$ cat config.mk
export PLATFORM = sky130hd
export DESIGN_NAME = pre_if_stage_mw
export DESIGN_NICKNAME = d
export VERILOG_FILES = /design/src/rtl/pre_if_stage_mw.sv
export SDC_FILE = /design/constraint.sdc
export NUM_CORES = 1
export LEC_CHECK = 0
export ABC_AREA = 1
export CAP_MARGIN = 20
export CORE_MARGIN = 2
export CORE_UTILIZATION = 35
export DETAILED_ROUTE_END_ITERATION = 7
export MAX_ROUTING_LAYER = met4
export PLACE_DENSITY = 0.83
export SLEW_MARGIN = 25
export SYNTH_ARGS = -nofsm -noshare
export SYNTH_HDL_FRONTEND = slang
export SYNTH_SLANG_ARGS = --single-unit
$ cat constraint.sdc
create_clock -name clk -period 1.86 [get_ports clk]
set_input_delay 0.372 -clock clk [delete_from_list [all_inputs] [get_ports clk]]
set_output_delay 0.372 -clock clk [all_outputs]
set_load 0.01 [all_outputs]
$ cat src/rtl/pre_if_stage_mw.sv
// Pre-IF PC generator for a multi-issue front end: picks the next fetch-group PC,
// arbitrates redirects and drives the ICache request for the group.
module pre_if_stage_mw #(
    parameter int unsigned FETCH_WIDTH = 2,
    parameter int unsigned LINE_BYTES  = 16,
    parameter logic [31:0] RESET_PC    = 32'hbfc00000,
    localparam int unsigned SlotW      = (FETCH_WIDTH > 1) ? $clog2(FETCH_WIDTH) : 1
) (
    input  logic                   clk,
    input  logic                   resetn,
    input  logic                   fs_allowin,
    input  logic                   icache_busy,
    input  logic                   eret,
    input  logic [31:0]            epc,
    input  logic                   flush,
    input  logic [31:0]            exc_addr,
    input  logic                   refetch,
    input  logic [31:0]            refetch_pc,
    input  logic                   br_mispredict,
    input  logic [31:0]            br_correct_pc,
    input  logic                   bpu_valid,
    input  logic [SlotW-1:0]       bpu_slot,
    input  logic [31:0]            bpu_target,
    input  logic [19:0]            tlb_pfn,
    input  logic                   tlb_ex,
    input  logic [4:0]             tlb_exctype,
    input  logic                   tlb_stall,
    input  logic                   cacheop,
    input  logic [7:0]             cacheop_index,
    output logic [31:0]            ps_pc,
    output logic                   ps_valid,
    output logic [FETCH_WIDTH-1:0] ps_mask,
    output logic                   ps_ex,
    output logic [4:0]             ps_exctype,
    output logic                   ic_req,
    output logic [7:0]             ic_index,
    output logic [19:0]            ic_tag,
    output logic [3:0]             ic_offset
);

    // A group never spans an ICache line.
    localparam int unsigned GroupBytes =
        (LINE_BYTES < FETCH_WIDTH * 4) ? LINE_BYTES : FETCH_WIDTH * 4;
    localparam logic [SlotW-1:0] SlotMask  = SlotW'(GroupBytes / 4 - 1);
    localparam logic [31:0]      GroupMask = 32'(GroupBytes - 1);
    localparam logic [4:0]       ExcAdel   = 5'h04;

    typedef enum logic [1:0] {StRun, StDrain, StCacheop} state_e;

    state_e            state_q;
    logic [31:0]       ps_pc_q, ps_pc_d;
    logic              live_q, refetch_pend_q, cop_pend_q;
    logic [7:0]        cop_index_q;

    logic              adv, redirect, is_refetch, adel, exc;
    logic [SlotW-1:0]  s0;
    logic [31:0]       group_end, redirect_pc;

    assign s0         = ps_pc_q[SlotW+1:2] & SlotMask;
    assign group_end  = (ps_pc_q & ~GroupMask) + 32'(GroupBytes);
    assign redirect   = eret | flush | br_mispredict;
    assign is_refetch = flush & refetch & ~eret;
    assign adel       = ps_pc_q[1:0] != 2'b00;
    assign exc        = adel | tlb_ex;
    assign adv        = ps_valid & fs_allowin;

    always_comb begin
        if (eret)                 redirect_pc = epc;
        else if (flush & refetch) redirect_pc = refetch_pc;
        else if (flush)           redirect_pc = exc_addr;
        else                      redirect_pc = br_correct_pc;
    end

    // Hard redirects land regardless of handshake; sequential flow waits for adv.
    always_comb begin
        ps_pc_d = ps_pc_q;
        if (redirect)  ps_pc_d = redirect_pc;
        else if (adv)  ps_pc_d = bpu_valid ? bpu_target : group_end;
    end

    always_ff @(posedge clk or negedge resetn) begin
        if (!resetn) begin
            state_q        <= StRun;
            ps_pc_q        <= RESET_PC;
            live_q         <= 1'b0;
            refetch_pend_q <= 1'b0;
            cop_pend_q     <= 1'b0;
            cop_index_q    <= 8'h00;
        end else begin
            live_q  <= 1'b1;
            ps_pc_q <= ps_pc_d;
            if (cacheop) begin
                cop_pend_q  <= 1'b1;
                cop_index_q <= cacheop_index;
            end
            case (state_q)
                StRun: begin
                    if (icache_busy && (flush || eret)) begin
                        state_q        <= StDrain;
                        refetch_pend_q <= is_refetch;
                    end else if (cacheop || cop_pend_q) begin
                        state_q <= StCacheop;
                    end
                end
                StDrain: begin
                    if (!icache_busy) begin
                        state_q        <= StRun;
                        refetch_pend_q <= 1'b0;
                    end else if (redirect) begin
                        refetch_pend_q <= is_refetch;
                    end
                end
                StCacheop: begin
                    if (!icache_busy) begin
                        state_q <= StRun;
                        if (!cacheop) cop_pend_q <= 1'b0;
                    end
                end
                default: state_q <= StRun;
            endcase
        end
    end

    always_comb begin
        ps_valid = 1'b0;
        ic_req   = 1'b0;
        ic_index = ps_pc_q[11:4];
        case (state_q)
            StRun:     ps_valid = live_q & ~icache_busy & ~tlb_stall;
            // Exit cycle of a drain offers the group unless a refetch caused it.
            StDrain:   ps_valid = live_q & ~icache_busy & ~tlb_stall & ~refetch_pend_q;
            StCacheop: begin
                ic_index = cop_index_q;
                ic_req   = live_q & ~icache_busy;
            end
            default: ;
        endcase
        if (ps_valid && !exc) ic_req = 1'b1;

        ps_mask = '0;
        if (ps_valid && !redirect) begin
            for (int i = 0; i < FETCH_WIDTH; i++) begin
                if (exc) ps_mask[i] = (SlotW'(i) == s0);
                else     ps_mask[i] = (SlotW'(i) >= s0) && (!bpu_valid || SlotW'(i) <= bpu_slot);
            end
        end

        ps_ex      = ps_valid & exc;
        ps_exctype = ps_ex ? (adel ? ExcAdel : tlb_exctype) : 5'h00;
    end

    assign ps_pc     = ps_pc_q;
    assign ic_tag    = tlb_pfn;
    assign ic_offset = ps_pc_q[3:0];

endmodule

==> results.toml, run 1 <==
[status]
violations = "negative setup slack"
status = "complete, but fails checks"

[clocking]
cts_made_buffers = 5
clock_latency_ns = 0.29
htree_levels = 2
hold_buffers = 0
cts.path.max_buffers = 2
root_buffer = "clkbuf_16"
cts.clk_slew.worst_paths_ns = 0.06
cts.sinks = 45
cts_tree = "done"

[global_routing]
grt_max_degree = 35
grt_pass1_vias = 5697
track_usage = 0.277
antenna_found_initial = 0
grt_pass1_wl_um = 28400
grt.overflow.total = 0

[setup_path]
start_kind = "flip-flop"
crit_required_ns = 1.49
critPathArrivalTime_ns = 1.67
cp_max_fo = 5
critPathKind = "flip-flop to primary output"
r2r-start = "state_q[0]$_DFFE_PN0P_"
crit_start = "state_q[1]$_DFFE_PN0P_"
end_kind = "primary output"

[cells_and_area]
final_util = 0.595
fin_nets = 1203
drive_above_1_share = 0.148
diodes = 0
design_area_um2 = 7450
area_delta_synth_final_pct = 67.5

[placement]
preCtsSetupSlack_ns = -0.630
place_area_um2 = 7150
dp_hpwl_um = 14900
portBuffers = 239
gp_congestion = 1.05

[synth]
synth_top_area_share = 0.205
synth-async-reset-ratio = 1.00
synth.distinct_cells = 39
ys_seq_area_frac = 0.256
synth_area_leaders = "nand2_1 (21%), dfrtp_1 (20%), nand3_1 (11%), nor2_1 (7.6%), dfstp_2 (5.3%)"
synthesis.nets = 947
post-synth-top-area-cell = "nand2_1"
syn_area_um2 = 4450
syn_avg_cell_area_um2 = 6.04
synth_edf_count = 0
yosysWarnings = 0
synth_ff_type = "dfrtp_1"
synthCells = 737
ys_ff_latch = 45

[detailed_routing]
wl_um = 18500
routed_via_density = 5.02
drc = 0
ant_nets = 0
routedWlPerCell_um = 15.8
route.vias.total = 5856
drtIter0Drc = 398
first_pass_iters = 5

[power_and_ir_drop]
leakagePower_nw = 3.26
pwr-share-seq = 0.290
clock_power_share = 0.238
intPower_mw = 2.92
switching_share = 0.345
peakVddDrop_mv = 0.323
power_density_nw_per_um2 = 598
p_comb_frac = 0.472
p_sw_mw = 1.54

[flow_run]
cap_violations = 0

[floorplanning]
fp.dieW_um = 117
die_area_um2 = 13600
die_y_um = 117
core_area_um2 = 12500
ioPinCount = 280
rows = 41
start_util = 0.355

[timing]
finalClockSkew_ns = 0.00532
drv_slew = 0
worst_pin_slew_ns = 0.557
setup_viol = 36
hold_ws_ns = 0.0652
maxSlewHeadroom = 0.629
rsz0062_at_grt = "true"
finalHoldViolCount = 0
setup_ws_ns = -0.180
max_freq_mhz = 490
setup_tns_ns = -2.65
fin_crit_sh = 1.10
period_needed_ns = 2.04

[worst_hold_path]
hold_path_class = "input port to asynchronous set/reset pin"
[worst paths after layout]
path	endpoint	slack, ns	cells after the start
setup / recovery	ps_exctype[3]	-0.18	9
hold / removal	cop_index_q[7]$_DFFE_PN0P_	0.07	1
setup reg to reg	ps_pc[25]$_DFFE_PN1P_	-0.06	12
hold reg to reg	cop_index_q[5]$_DFFE_PN0P_	0.52	1
max in group asynchronous	ps_pc[23]$_DFFE_PN1P_	1.18	2
min in group clk	cop_index_q[5]$_DFFE_PN0P_	0.52	1
[power groups by stage]
stage / combinational (mW) / sequential (mW) / clock [mW]
CTS: 1.98 / 1.28 / 1.07
global placement: 1.91 / 1.29 / 0
floorplan: 0.819 / 1.30 / 0
finish: 2.11 / 1.29 / 1.06
detailed placement: 1.93 / 1.30 / 0
global route: 2.30 / 1.31 / 1.10
[sequential cells by signal, summed over array words and instances (netlist names)]
| name | count |
|---|---|
| ps_pc | 32 |
| cop_index_q | 8 |
| state_q | 2 |
| cop_pend_q | 1 |
| live_q | 1 |
| refetch_pend_q | 1 |
[layout by cell type (no fill, tap or decap), types with 13 or more instances in the layout]
master and count:
clkdlybuf4s50_1 218, nand2_1 241, o21ai_1 14, buf_2 17
nor2_2 13, buf_4 56, inv_1 57, nor2_1 82
nand3_1 97, dfrtp_1 36, o21ai_0 25, a21oi_1 19
o211ai_1 21
[layout make-up]
type,instances,area (um2)
Inverter,68,263
Multi-Input combinational cell,569,2780
Fill cell,1181,5070
Clock inverter,1,30.0
Sequential cell,45,1140
Tap cell,172,215
Clock buffer,7,143
Timing Repair Buffer,304,2880
[layer usage]
metal	global-route usage	wire (um)	share of wire
met1	0.347	7480	0.41
met2	0.459	9070	0.49
met3	0.0394	1420	0.077
met4	0.0910	484	0.026
met5	-	0	0
[cells by family after synthesis]
logic type / after synthesis / share of synthesized area
buf+inv: 123 / 0.142
flops: 45 / 0.256
xor+xnor: 3 / 0.00591
compound gates: 90 / 0.118
other cells: 1 / 0.000843
mux: 6 / 0.0149
fa+ha+maj: 4 / 0.0113
simple gates: 465 / 0.451
[cell usage after synthesis, types with 4 or more instances]
master and number:
a21oi_1 20, a22oi_1 5, nand4_1 11, nand3_1 97, o21ai_1 8, buf_2 6, clkbuf_1 12, inv_1 63
dfstp_2 9, nor2_4 5, o211ai_1 21, dfrtp_1 36, nor2_1 90, o21ai_0 31, nand2_1 243, mux2_2 5
ha_1 4, buf_6 8, nor2_2 9, buf_4 27
[stage by stage]
step / power, mW / cells
after global placement: 3.20 / 1148
final: 4.46 / 1166
after floorplan: 2.12 / 737
after global routing: 4.72 / 1166
after detailed placement: 3.22 / 1148
after CTS: 4.33 / 1162
[timing repair]
item | in CTS | in global routing
gates resized for setup | 96 | 22
setup endpoints to repair | 40 | 47
pin swaps | 7 | 6
setup buffers | 6 | 4
[worst max-delay path, cell delays in order (launching register included)]
cell,delay [ns]
dfrtp_1,0.40
inv_2,0.11
ha_4,0.17
inv_4,0.04
a21oi_4,0.15
nand2_4,0.10
nor2_4,0.12
inv_4,0.07
nor2_2,0.09
buf_2,0.13
Power figures use the tool's default switching activity.
==> run 2, diff against run 1 <==
Settings changed: CORE_ASPECT_RATIO from default to 0.8.
==> run 2 against run 1 <==
Against the previous run: the flow still finishes with violations (negative setup slack); sequential cell count stayed put; hold slack better by 0.40 ns; die area hardly changed; critical endpoint is now ps_exctype[0].
==> results.toml, run 2 (synthesis gave the netlist of run 1 again) <==
[setup_path]
end_kind = "primary output"
cp_max_fo = 5
max_stage_delay_ns = 0.39
critPathKind = "flip-flop to primary output"
crit_chain = "inv_2, ha_4, inv_2, a21oi_2, nand2_2, nor2_4, inv_4, nor2_4, buf_6"
start_kind = "flip-flop"
path_delay_family = "flip-flops"
critical_path.slowest_cell = "dfrtp_1"
critPathArrivalTime_ns = 1.67
crit_buf_inv = 4
crit_required_ns = 1.49

[floorplanning]
die_y_um = 105
die_area_um2 = 13600
rows = 36
fp.dieW_um = 130
ioPinCount = 280
core_area_um2 = 12300
start_util = 0.362

[detailed_routing]
wl_um = 19400
first_pass_iters = 7
routedWlPerCell_um = 16.6
drtIter0Drc = 651
route.vias.total = 5943
drc = 0
ant_nets = 0
routed_via_density = 5.09

[status]
status = "complete, but fails checks"
violations = "negative setup slack"

[cells_and_area]
fin_nets = 1205
largest_reg_flops = 32
drive_above_1_share = 0.171
final_util = 0.614
layout_common_cells = "nand2_1 (237), clkdlybuf4s50_1 (218), nand3_1 (95)"
design_area_um2 = 7550
final_common_cell = "nand2_1"
fin_cells = 1167
area_delta_synth_final_pct = 69.8
diodes = 0

[placement]
place_area_um2 = 7190
dp_hpwl_um = 15000
dp_cells = 1154
gp_congestion = 0.990
portBuffers = 239

[timing]
finalClockSkew_ns = 0.00698
fin_crit_sh = 1.10
maxSlewHeadroom = 0.648
finalHoldViolCount = 0
max_freq_mhz = 491
setup_viol = 10
period_needed_ns = 2.04
worst_pin_slew_ns = 0.528
setup_ws_ns = -0.178
drv_slew = 0
rsz0062_at_grt = "true"

[clocking]
cts_tree = "done"
clock_latency_ns = 0.29
htree_levels = 2
cts.sinks = 45
root_buffer = "clkbuf_16"
cts_made_buffers = 5
cts.clk_slew.worst_paths_ns = 0.06
cts.path.max_buffers = 2

[global_routing]
grt_pass1_vias = 5688
grt_pass1_wl_um = 29300
grt.overflow.total = 0
track_usage = 0.280
antenna_found_initial = 0
grt_max_degree = 53

[worst_hold_path]
hold_path_class = "input port to asynchronous set/reset pin"

[power_and_ir_drop]
peakVddDrop_mv = 0.411
power_density_nw_per_um2 = 594
leakagePower_nw = 3.27

[flow_run]
cap_violations = 0
## run 2: changes by cell type in the layout (fill, tap and decap cells not counted), sizes merged
cell           before  now
buf                82   83
clkbuf              7    8
clkdlybuf4s15       1    0
clkinvlp            0    1
dlygate4sd2         3    2
dlygate4sd3         0    1
## run 2: stage by stage
stage | setup TNS, ns | setup slack [ns] | power [mW] | hold slack [ns]
2_1_floorplan | 0 | 0.0188 | 2.12 | 0.0764
3_3_place_gp | -17.87 | -0.559 | 3.23 | 0.227
3_5_place_dp | -19.78 | -0.631 | 3.27 | 0.229
4_1_cts | -1.41 | -0.194 | 4.33 | 0.460
5_1_grt | -2.47 | -0.257 | 4.73 | 0.492
6_report | -1.34 | -0.178 | 4.49 | 0.469
## run 2: path summary, 6_finish.rpt
path,startpoint,end,slack [ns],cells after the start
max in group asynchronous,resetn,ps_pc[26]$_DFFE_PN1P_,0.86,3
hold reg to reg,cop_index_q[6]$_DFFE_PN0P_,cop_index_q[6]$_DFFE_PN0P_,0.51,1
setup / recovery,state_q[1]$_DFFE_PN0P_,ps_exctype[0],-0.18,9
min in group clk,cop_index_q[6]$_DFFE_PN0P_,cop_index_q[6]$_DFFE_PN0P_,0.51,1
setup reg to reg,state_q[1]$_DFFE_PN0P_,ps_pc[8]$_DFFE_PN0P_,0.02,11
hold / removal,resetn,cop_index_q[7]$_DFFE_PN0P_,0.47,2
## run 2: worst register-to-register path: cells and delay by family, from the launching register on
kind                     cells  cell delay, ns
buffers and inverters        5            0.58
AND/OR/NAND/NOR              3            0.34
flip-flops                   1            0.39
adder cells (fa/ha/maj)      1            0.16
AO/OA/AOI/OAI                2            0.29
## run 2: layout make-up
type | count | area [um2]
Multi-Input combinational cell | 569 | 2850
Tap cell | 171 | 214
Inverter | 68 | 260
Clock inverter | 2 | 37.5
Timing Repair Buffer | 306 | 2910
Fill cell | 1070 | 4750
Sequential cell | 45 | 1140
Clock buffer | 6 | 139
## run 2: per-layer routing
| layer | vias to the layer above | global-route usage | share of wire |
|---|---|---|---|
| met5 | - | - | 0 |
| met4 | 0 | 0.0607 | 0.022 |
| met3 | 46 | 0.0317 | 0.10 |
| met2 | 369 | 0.435 | 0.46 |
| met1 | 2659 | 0.392 | 0.41 |
| li1 | 2869 | - | - |
## run 2: power breakdown
part           total (mW)  leakage, nW  internal (mW)  switching, mW
Combinational        2.13         2.67           1.12           1.02
Sequential           1.29        0.521           1.13          0.165
Clock                1.06       0.0831          0.671          0.389
Total                4.49         3.27           2.91           1.57
## run 2: repair_timing
| action | CTS | global route |
|---|---|---|
| hold buffers | 1 | 0 |
| gates cloned | 0 | 3 |
| setup buffers | 1 | 1 |
| endpoints found under the setup margin | 50 | 27 |
| resized for setup | 95 | 45 |
| pin swaps | 8 | 10 |
| endpoints found under the hold margin | 6 | 0 |
==> run 3, diff against run 2 <==
Settings changed: CORE_UTILIZATION 35 to 34, PLACE_DENSITY 0.83 to 0.84.
Clock period 1.86 ns to 1.75 ns, I/O delays scaled along.
==> run 3 against run 2 <==
Against the previous run: sequential cell count unchanged; via count is 1.5% higher; routed wire length rose by 2.4%; global-route usage decreased by 0.31 points; the flow still finishes with violations (negative setup slack); clock power decreased by 9%; register-to-register slack got worse by 0.13 ns; core utilization down 0.073 points; hold slack worse by 0.44 ns.
==> results.toml, run 3 (synthesis gave the netlist of run 1 again) <==
[worst_hold_path]
hold_path_class = "input port to asynchronous set/reset pin"

[cells_and_area]
layout_common_cells = "nand2_1 (230), clkdlybuf4s50_1 (205), nand3_1 (95)"
fin_nets = 1223
multi_input_area_um2 = 2930
fillers = 1136
design_area_um2 = 7870
final_common_cell = "nand2_1"
diodes = 0
area_delta_synth_final_pct = 76.8
fin_cells = 1189
final_util = 0.613
seqCellArea_um2 = 1140
largest_reg_flops = 32
drive_above_1_share = 0.201

[clocking]
cts.sinks = 45
cts_made_buffers = 5
hold_buffers = 0
cts.clk_slew.worst_paths_ns = 0.07
root_buffer = "clkbuf_16"
cts.path.max_buffers = 2
clock_latency_ns = 0.29
cts_tree = "done"
htree_levels = 2

[power_and_ir_drop]
power_mw = 4.90
power_density_nw_per_um2 = 623
peakVddDrop_mv = 0.347
leakagePower_nw = 3.47

[timing]
fin_crit_sh = 1.15
setup_ws_ns = -0.264
setup_tns_ns = -4.17
period_needed_ns = 2.01
rsz0062_at_grt = "true"
max_freq_mhz = 497
drv_slew = 0
setup_viol = 45
finalClockSkew_ns = 0.00588
finalHoldViolCount = 0

[detailed_routing]
ant_nets = 0
drc = 0
route.vias.total = 6035
wl_um = 19800
routedWlPerCell_um = 16.7
drtIter0Drc = 411
routed_via_density = 5.08
first_pass_iters = 5

[setup_path]
reg2regPathDepth = 13
crit_required_ns = 1.40
end_kind = "primary output"
max_stage_delay_ns = 0.39
r2r_setup_slack_ns = -0.11
rr_endpoint = "ps_pc[20]$_DFFE_PN0P_"
crit_chain = "inv_2, ha_4, inv_4, a21oi_4, nand2_4, inv_2, nand2_2, nor3_2, buf_2"
start_kind = "flip-flop"
r2r-start = "state_q[1]$_DFFE_PN0P_"
critPathArrivalTime_ns = 1.66
path_common_cell = "inv_2"
critical_path.slowest_cell = "dfrtp_1"
critPathKind = "flip-flop to primary output"
cp_max_fo = 3

[status]
status = "complete, but fails checks"
violations = "negative setup slack"

[floorplanning]
die_y_um = 106
start_util = 0.347
ioPinCount = 280
rows = 37
core_area_um2 = 12800
fp.dieW_um = 132
die_area_um2 = 14000

[global_routing]
grt_max_degree = 46
grt.overflow.total = 0
grt_pass1_wl_um = 30100
grt_pass1_vias = 5870
antenna_found_initial = 0
track_usage = 0.277

[placement]
gp_congestion = 0.950
dp_hpwl_um = 15700
dp_cells = 1164
place_area_um2 = 7270
portBuffers = 239

[flow_run]
cap_violations = 0
## run 3: how the worst max path moves through the flow
| stage | from | endpoint | depth (start not counted) |
|---|---|---|---|
| after floorplan | state_q[0]$_DFFE_PN0P_ | ps_exctype[0] | 8 |
| after global placement | flush | ps_mask[1] | 7 |
| after detailed placement | icache_busy | ps_exctype[0] | 9 |
| after CTS | state_q[1]$_DFFE_PN0P_ | ps_exctype[2] | 9 |
| after global routing | state_q[1]$_DFFE_PN0P_ | ps_exctype[3] | 9 |
| final | state_q[1]$_DFFE_PN0P_ | ps_mask[1] | 9 |
## run 3: worst max-delay path, delay by kind of cell (launching register included)
kind / cells / cell delay [ns]
buffers and inverters: 4 / 0.39
and+or+nand+nor: 3 / 0.26
AOI/OAI and AO/OA: 1 / 0.15
DFF: 1 / 0.39
adders and majority gates: 1 / 0.18
## run 3: repair_timing
item | in CTS | in global routing
setup endpoints to repair | 57 | 60
gates resized for setup | 124 | 82
pin swaps | 15 | 23
buffers inserted | 7 | 11
cloned | 0 | 2
## run 3: final cells by class
cell class	instances	share of cell area
Tap cell	175	0.0278
Clock buffer	6	0.0164
Clock inverter	2	0.00191
Inverter	68	0.0344
Multi-Input combinational cell	569	0.373
Sequential cell	45	0.145
Timing Repair Buffer	324	0.401
## run 3: report_power, final
part | internal, mW | switching, mW
registers | 1.20 | 0.176
logic | 1.35 | 1.21
clock network | 0.531 | 0.434
total | 3.08 | 1.82
## run 3: layer usage
metal	global-route usage	vias up	part of all wire
met2	0.438	322	0.45
li1	-	2915	-
met4	0.0792	0	0.031
met5	-	-	0
met3	0.0353	48	0.078
met1	0.373	2750	0.44
## run 3: metrics by stage
step | hold WS [ns] | setup WS, ns
global placement | 0.350 | -0.653
floorplan | 0.0544 | -0.00968
CTS | 0.0437 | -0.283
detailed placement | 0.353 | -0.671
global route | 0.0570 | -0.336
finish | 0.0264 | -0.264
